[config.mk]
export PLATFORM = sky130hd
export DESIGN_NAME = bram_port_arbiter
export DESIGN_NICKNAME = d
export VERILOG_FILES = /design/src/rtl/bram_port_arbiter.sv
export SDC_FILE = /design/constraint.sdc
export NUM_CORES = 1
export LEC_CHECK = 0
export ABC_AREA = 1
export CAP_MARGIN = 15
export CORE_ASPECT_RATIO = 2
export CORE_MARGIN = 1.5
export CORE_UTILIZATION = 35
export CTS_CLUSTER_SIZE = 16
export DETAILED_ROUTE_END_ITERATION = 10
export GPL_TIMING_DRIVEN = 0
export PLACE_DENSITY = 0.81
export RECOVER_POWER = 100
export SLEW_MARGIN = 40
export SYNTH_ARGS = -nofsm -noshare
export SYNTH_HDL_FRONTEND = slang
export SYNTH_SLANG_ARGS = --single-unit
[constraint.sdc]
create_clock -name clk -period 1.6 [get_ports clk]
set_input_delay 0.16 -clock clk [delete_from_list [all_inputs] [get_ports clk]]
set_output_delay 0.16 -clock clk [all_outputs]
set_load 0.1 [all_outputs]
[src/rtl/bram_port_arbiter.sv]
// Round-robin arbiter that shares one single-port BRAM between the loader (0) and the accessor (1).
// The BRAM command is registered, and read data comes back with an id-tagged valid strobe.
module bram_port_arbiter #(
   parameter int AWIDTH = 8,
   parameter int DWIDTH = 32,
   parameter int RD_LAT = 1
) (
   input  logic              clk,
   input  logic              reset,
   input  logic              req0_i,
   input  logic              we0_i,
   input  logic [AWIDTH-1:0] addr0_i,
   input  logic [DWIDTH-1:0] d0_i,
   input  logic              req1_i,
   input  logic              we1_i,
   input  logic [AWIDTH-1:0] addr1_i,
   input  logic [DWIDTH-1:0] d1_i,
   output logic              gnt0_o,
   output logic              gnt1_o,
   output logic              rvalid0_o,
   output logic              rvalid1_o,
   output logic [DWIDTH-1:0] rdata_o,
   output logic [AWIDTH-1:0] addr_o,
   output logic              ce_o,
   output logic              we_o,
   output logic [DWIDTH-1:0] d_o,
   input  logic [DWIDTH-1:0] q_i
);

   generate
      if (RD_LAT < 1 || RD_LAT > 2) begin : g_bad_lat
         $error("bram_port_arbiter: RD_LAT must be 1 or 2");
      end
   endgenerate

   typedef enum logic {
      PRIO_R0 = 1'b0,
      PRIO_R1 = 1'b1
   } prio_e;

   prio_e             prio;
   logic              acc0;
   logic              acc1;
   logic              acc;
   logic              acc_we;
   logic [AWIDTH-1:0] acc_addr;
   logic [DWIDTH-1:0] acc_d;

   // Each stage holds {valid, id}; stage 0 lines up with the registered command.
   logic [RD_LAT:0]   pipe_v;
   logic [RD_LAT:0]   pipe_id;

   always_comb begin
      gnt0_o = 1'b0;
      gnt1_o = 1'b0;
      if (!reset) begin
         if (req0_i && (!req1_i || prio == PRIO_R0)) begin
            gnt0_o = 1'b1;
         end else if (req1_i) begin
            gnt1_o = 1'b1;
         end
      end
   end

   always_comb begin
      acc0     = req0_i & gnt0_o;
      acc1     = req1_i & gnt1_o;
      acc      = acc0 | acc1;
      acc_we   = acc1 ? we1_i   : we0_i;
      acc_addr = acc1 ? addr1_i : addr0_i;
      acc_d    = acc1 ? d1_i    : d0_i;
   end

   always_ff @(posedge clk) begin
      if (reset) begin
         prio <= PRIO_R0;
      end else if (acc0) begin
         prio <= PRIO_R1;
      end else if (acc1) begin
         prio <= PRIO_R0;
      end
   end

   always_ff @(posedge clk) begin
      if (reset) begin
         ce_o   <= 1'b0;
         we_o   <= 1'b0;
         addr_o <= '0;
         d_o    <= '0;
      end else begin
         ce_o <= acc;
         we_o <= acc & acc_we;
         if (acc) begin
            addr_o <= acc_addr;
            d_o    <= acc_d;
         end
      end
   end

   always_ff @(posedge clk) begin
      if (reset) begin
         pipe_v  <= '0;
         pipe_id <= '0;
      end else begin
         pipe_v  <= {pipe_v[RD_LAT-1:0], acc & ~acc_we};
         pipe_id <= {pipe_id[RD_LAT-1:0], acc1};
      end
   end

   always_comb begin
      rvalid0_o = pipe_v[RD_LAT] & ~pipe_id[RD_LAT];
      rvalid1_o = pipe_v[RD_LAT] &  pipe_id[RD_LAT];
      rdata_o   = q_i;
   end

endmodule

==> run_results.csv <==
group,metric,value,unit
power,power.density,1040,nW/um2
floorplanning,core_area,7600,um2
min_path,hold_class,"reg2reg",
yosys,synthFlopType,"dfxtp_1",
timing,fin_crit,1.52,ns
yosys,syn_inst,396,
global_routing,grt_pass1_wl,13000,um
floorplanning,rows,45,
critical_path,slowest_delay,0.46,ns
timing,final_hold_viol_count,0,
detailed_routing,drt_first_pass_iters,4,
yosys,synthesis.area,2740,um2
detailed_routing,ant_nets,0,
timing,slew_headroom,21.6,%
power,total_power,4310,uW
critical_path,critPathMaxFanout,3,
run_status,status,"finished, final reports clean",
critical_path,startpoint_type,"primary input",
timing,finClkSkew,0.00149,ns
clocking,clockBufferDepth,2,
floorplanning,die_area,8400,um2
power,ir_worst_vdd,0.529,mV
timing,period_share,95.3,%
power,leakage,0.00216,uW
detailed_routing,drc,0,
floorplanning,die_y,128,um
clocking,cts.sinks,47,
job,maxCapViolCount,0,
clocking,clockRootBuffer,"clkbuf_16",
yosys,synth_cell_types,21,
critical_path,crit_type,"in2out",
timing,fmax,0.656,GHz
layout,finalNetCount,682,
placed_design,routabilityCongestion,0.806,
critical_path,end_kind,"output port",
global_routing,grt_antenna_before_repair,0,
detailed_routing,wl_per_cell,13.1,um
yosys,synth_top_area_share,34.3,%
yosys,seq_area_frac_synth,34.3,%
detailed_routing,drtIter0Drc,156,
detailed_routing,via_count,3114,
placed_design,dp.cells,652,
clocking,clk_latency,0.28,ns
timing,setup_ws,0.0753,ns
layout,fin_cells,657,
placed_design,preCtsSetupSlack,-0.299,ns
yosys,avgSynthCellArea,6.92,um2
floorplanning,ios,196,
timing,setup_tns,0,ns
clocking,tritoncts,"built",
critical_path,worst-r2r-setup-slack,0.17,ns
layout,drive_gt1_share,19.2,%
clocking,h-tree-depth,2,
critical_path,cp.arrival,1.36,ns
global_routing,gr-total-overflow,0,
yosys,synth_edf_count,0,
global_routing,grt_max_degree,18,
layout,area_growth,50.9,%
timing,setup_viol,0,
yosys,synth.net_count,514,
yosys,async_reset_ff_share,0,%
critical_path,crit_path_top_delay_cell,"clkdlybuf4s50_1",
placed_design,dp_hpwl,6850,um
floorplanning,die_w,65.6,um
yosys,synth_most_common_cell,"nand2_1",
clocking,path_clk_slew,0.06,ns
placed_design,port-buffer-count,162,
yosys,synth_warnings,0,
timing,slew_violations,0,
yosys,synth_seq_cells,47,
global_routing,grt_pass1_vias,2840,
detailed_routing,viasPerCell,4.74,
critical_path,crit_chain,"clkdlybuf4s50_1 -> nand2_1 -> nand3_4 -> inv_1 -> buf_2",
yosys,synth_commonest_cells,"nand2_1, inv_1, nand3_1",
yosys,yosys.area.top_type,"dfxtp_1",
layout,antenna_cells,0,
global_routing,grtUsageTotal,20.3,%
critical_path,critical_path_required,1.44,ns
timing,rsz0062_at_grt,"no",
detailed_routing,wl,8630,um
floorplanning,start_util,36.0,%
yosys,synth_area_leaders,"dfxtp_1, nand3_1, nand2_1, buf_4, inv_1",
timing,worst_pin_slew,1.18,ns
clocking,cts_inserted_buffers,5,
[stage by stage]
stage / instance area [um2] / hold WS [ns] / utilization (%)
6_report: 4140 / 0.405 / 54.4
5_1_grt: 4140 / 0.456 / 54.4
4_1_cts: 4230 / 0.183 / 55.6
3_5_place_dp: 4090 / 0.400 / 53.8
3_3_place_gp: 4480 / 0.390 / 59.0
2_1_floorplan: 2740 / 0.312 / -
[kinds of logic (layout without fill, tap and decap cells)]
logic type      count (synthesis)  count (layout)  synth area share, %
buf+inv                       132             299                 24.4
compound gates                 24              24                 5.39
simple gates                  193             193                 35.8
flops                          47              47                 34.3
[cell type report]
class / count / area, um2
Buffer: 56 / 363
Clock buffer: 6 / 129
Fill cell: 786 / 3470
Inverter: 75 / 287
Multi-Input combinational cell: 217 / 1100
Sequential cell: 47 / 941
Tap cell: 94 / 118
Timing Repair Buffer: 162 / 1200
[critical path, delay by kind of cell]
family | cells | cell delay (ns)
buffers and inverters | 3 | 0.93
and+or+nand+nor | 2 | 0.28
[state kept, by name, indices dropped and copies added, names as in the netlist]
| register | flops |
|---|---|
| d_o | 32 |
| addr_o | 8 |
| pipe_id | 2 |
| pipe_v | 2 |
| ce_o | 1 |
| prio | 1 |
| we_o | 1 |
[cell usage in the layout, fill, tap and decap left out]
master           count
a31oi_1             22
and2_1               1
buf_2                8
buf_4               37
buf_6                1
clkbuf_1            41
clkbuf_16            5
clkbuf_2            48
clkdlybuf4s50_1     84
dfxtp_1             47
inv_1               72
inv_2                1
inv_4                2
nand2_1             84
nand2_2              1
nand2_4              1
nand2_8              1
nand3_1             80
nand3_4              1
nand3b_1            18
nor2_1               4
nor2_2               1
nor2_8               1
o21ai_0              1
o21ai_1              1
[worst paths after layout]
| check | start | cells after the start | end |
|---|---|---|---|
| setup / recovery | req1_i | 5 | gnt0_o |
| hold / removal | pipe_v[0]$_SDFF_PP0_ | 2 | pipe_v[1]$_SDFF_PP0_ |
| setup reg to reg | prio$_SDFFE_PP0P_ | 7 | d_o[26]$_SDFFE_PP0P_ |
| hold reg to reg | pipe_v[0]$_SDFF_PP0_ | 2 | pipe_v[1]$_SDFF_PP0_ |
[metal layers]
metal	global-route usage, %	vias to the layer above	part of all wire, %
li1	-	1540	-
met1	18.1	1376	32
met2	40.2	171	56
met3	3.34	27	7.2
met4	12.0	0	4.7
met5	0	-	0
[what timing repair did]
action / 4_1_cts / 5_1_grt
endpoints found under the setup margin: 1 / 3
setup buffers: 0 / 0
cloned: 0 / 0
pin swaps: 0 / 0
hold buffers: 0 / 0
gates resized for setup: 3 / 4
[report_power, final]
part	leakage (uW)	total, uW	switching (uW)	internal (uW)
sequential	0.000393	1350	56.3	1290
combinational	0.00170	2000	1530	466
clock	0.0000628	972	409	562
No activity file was read; power rests on OpenSTA's default activity.
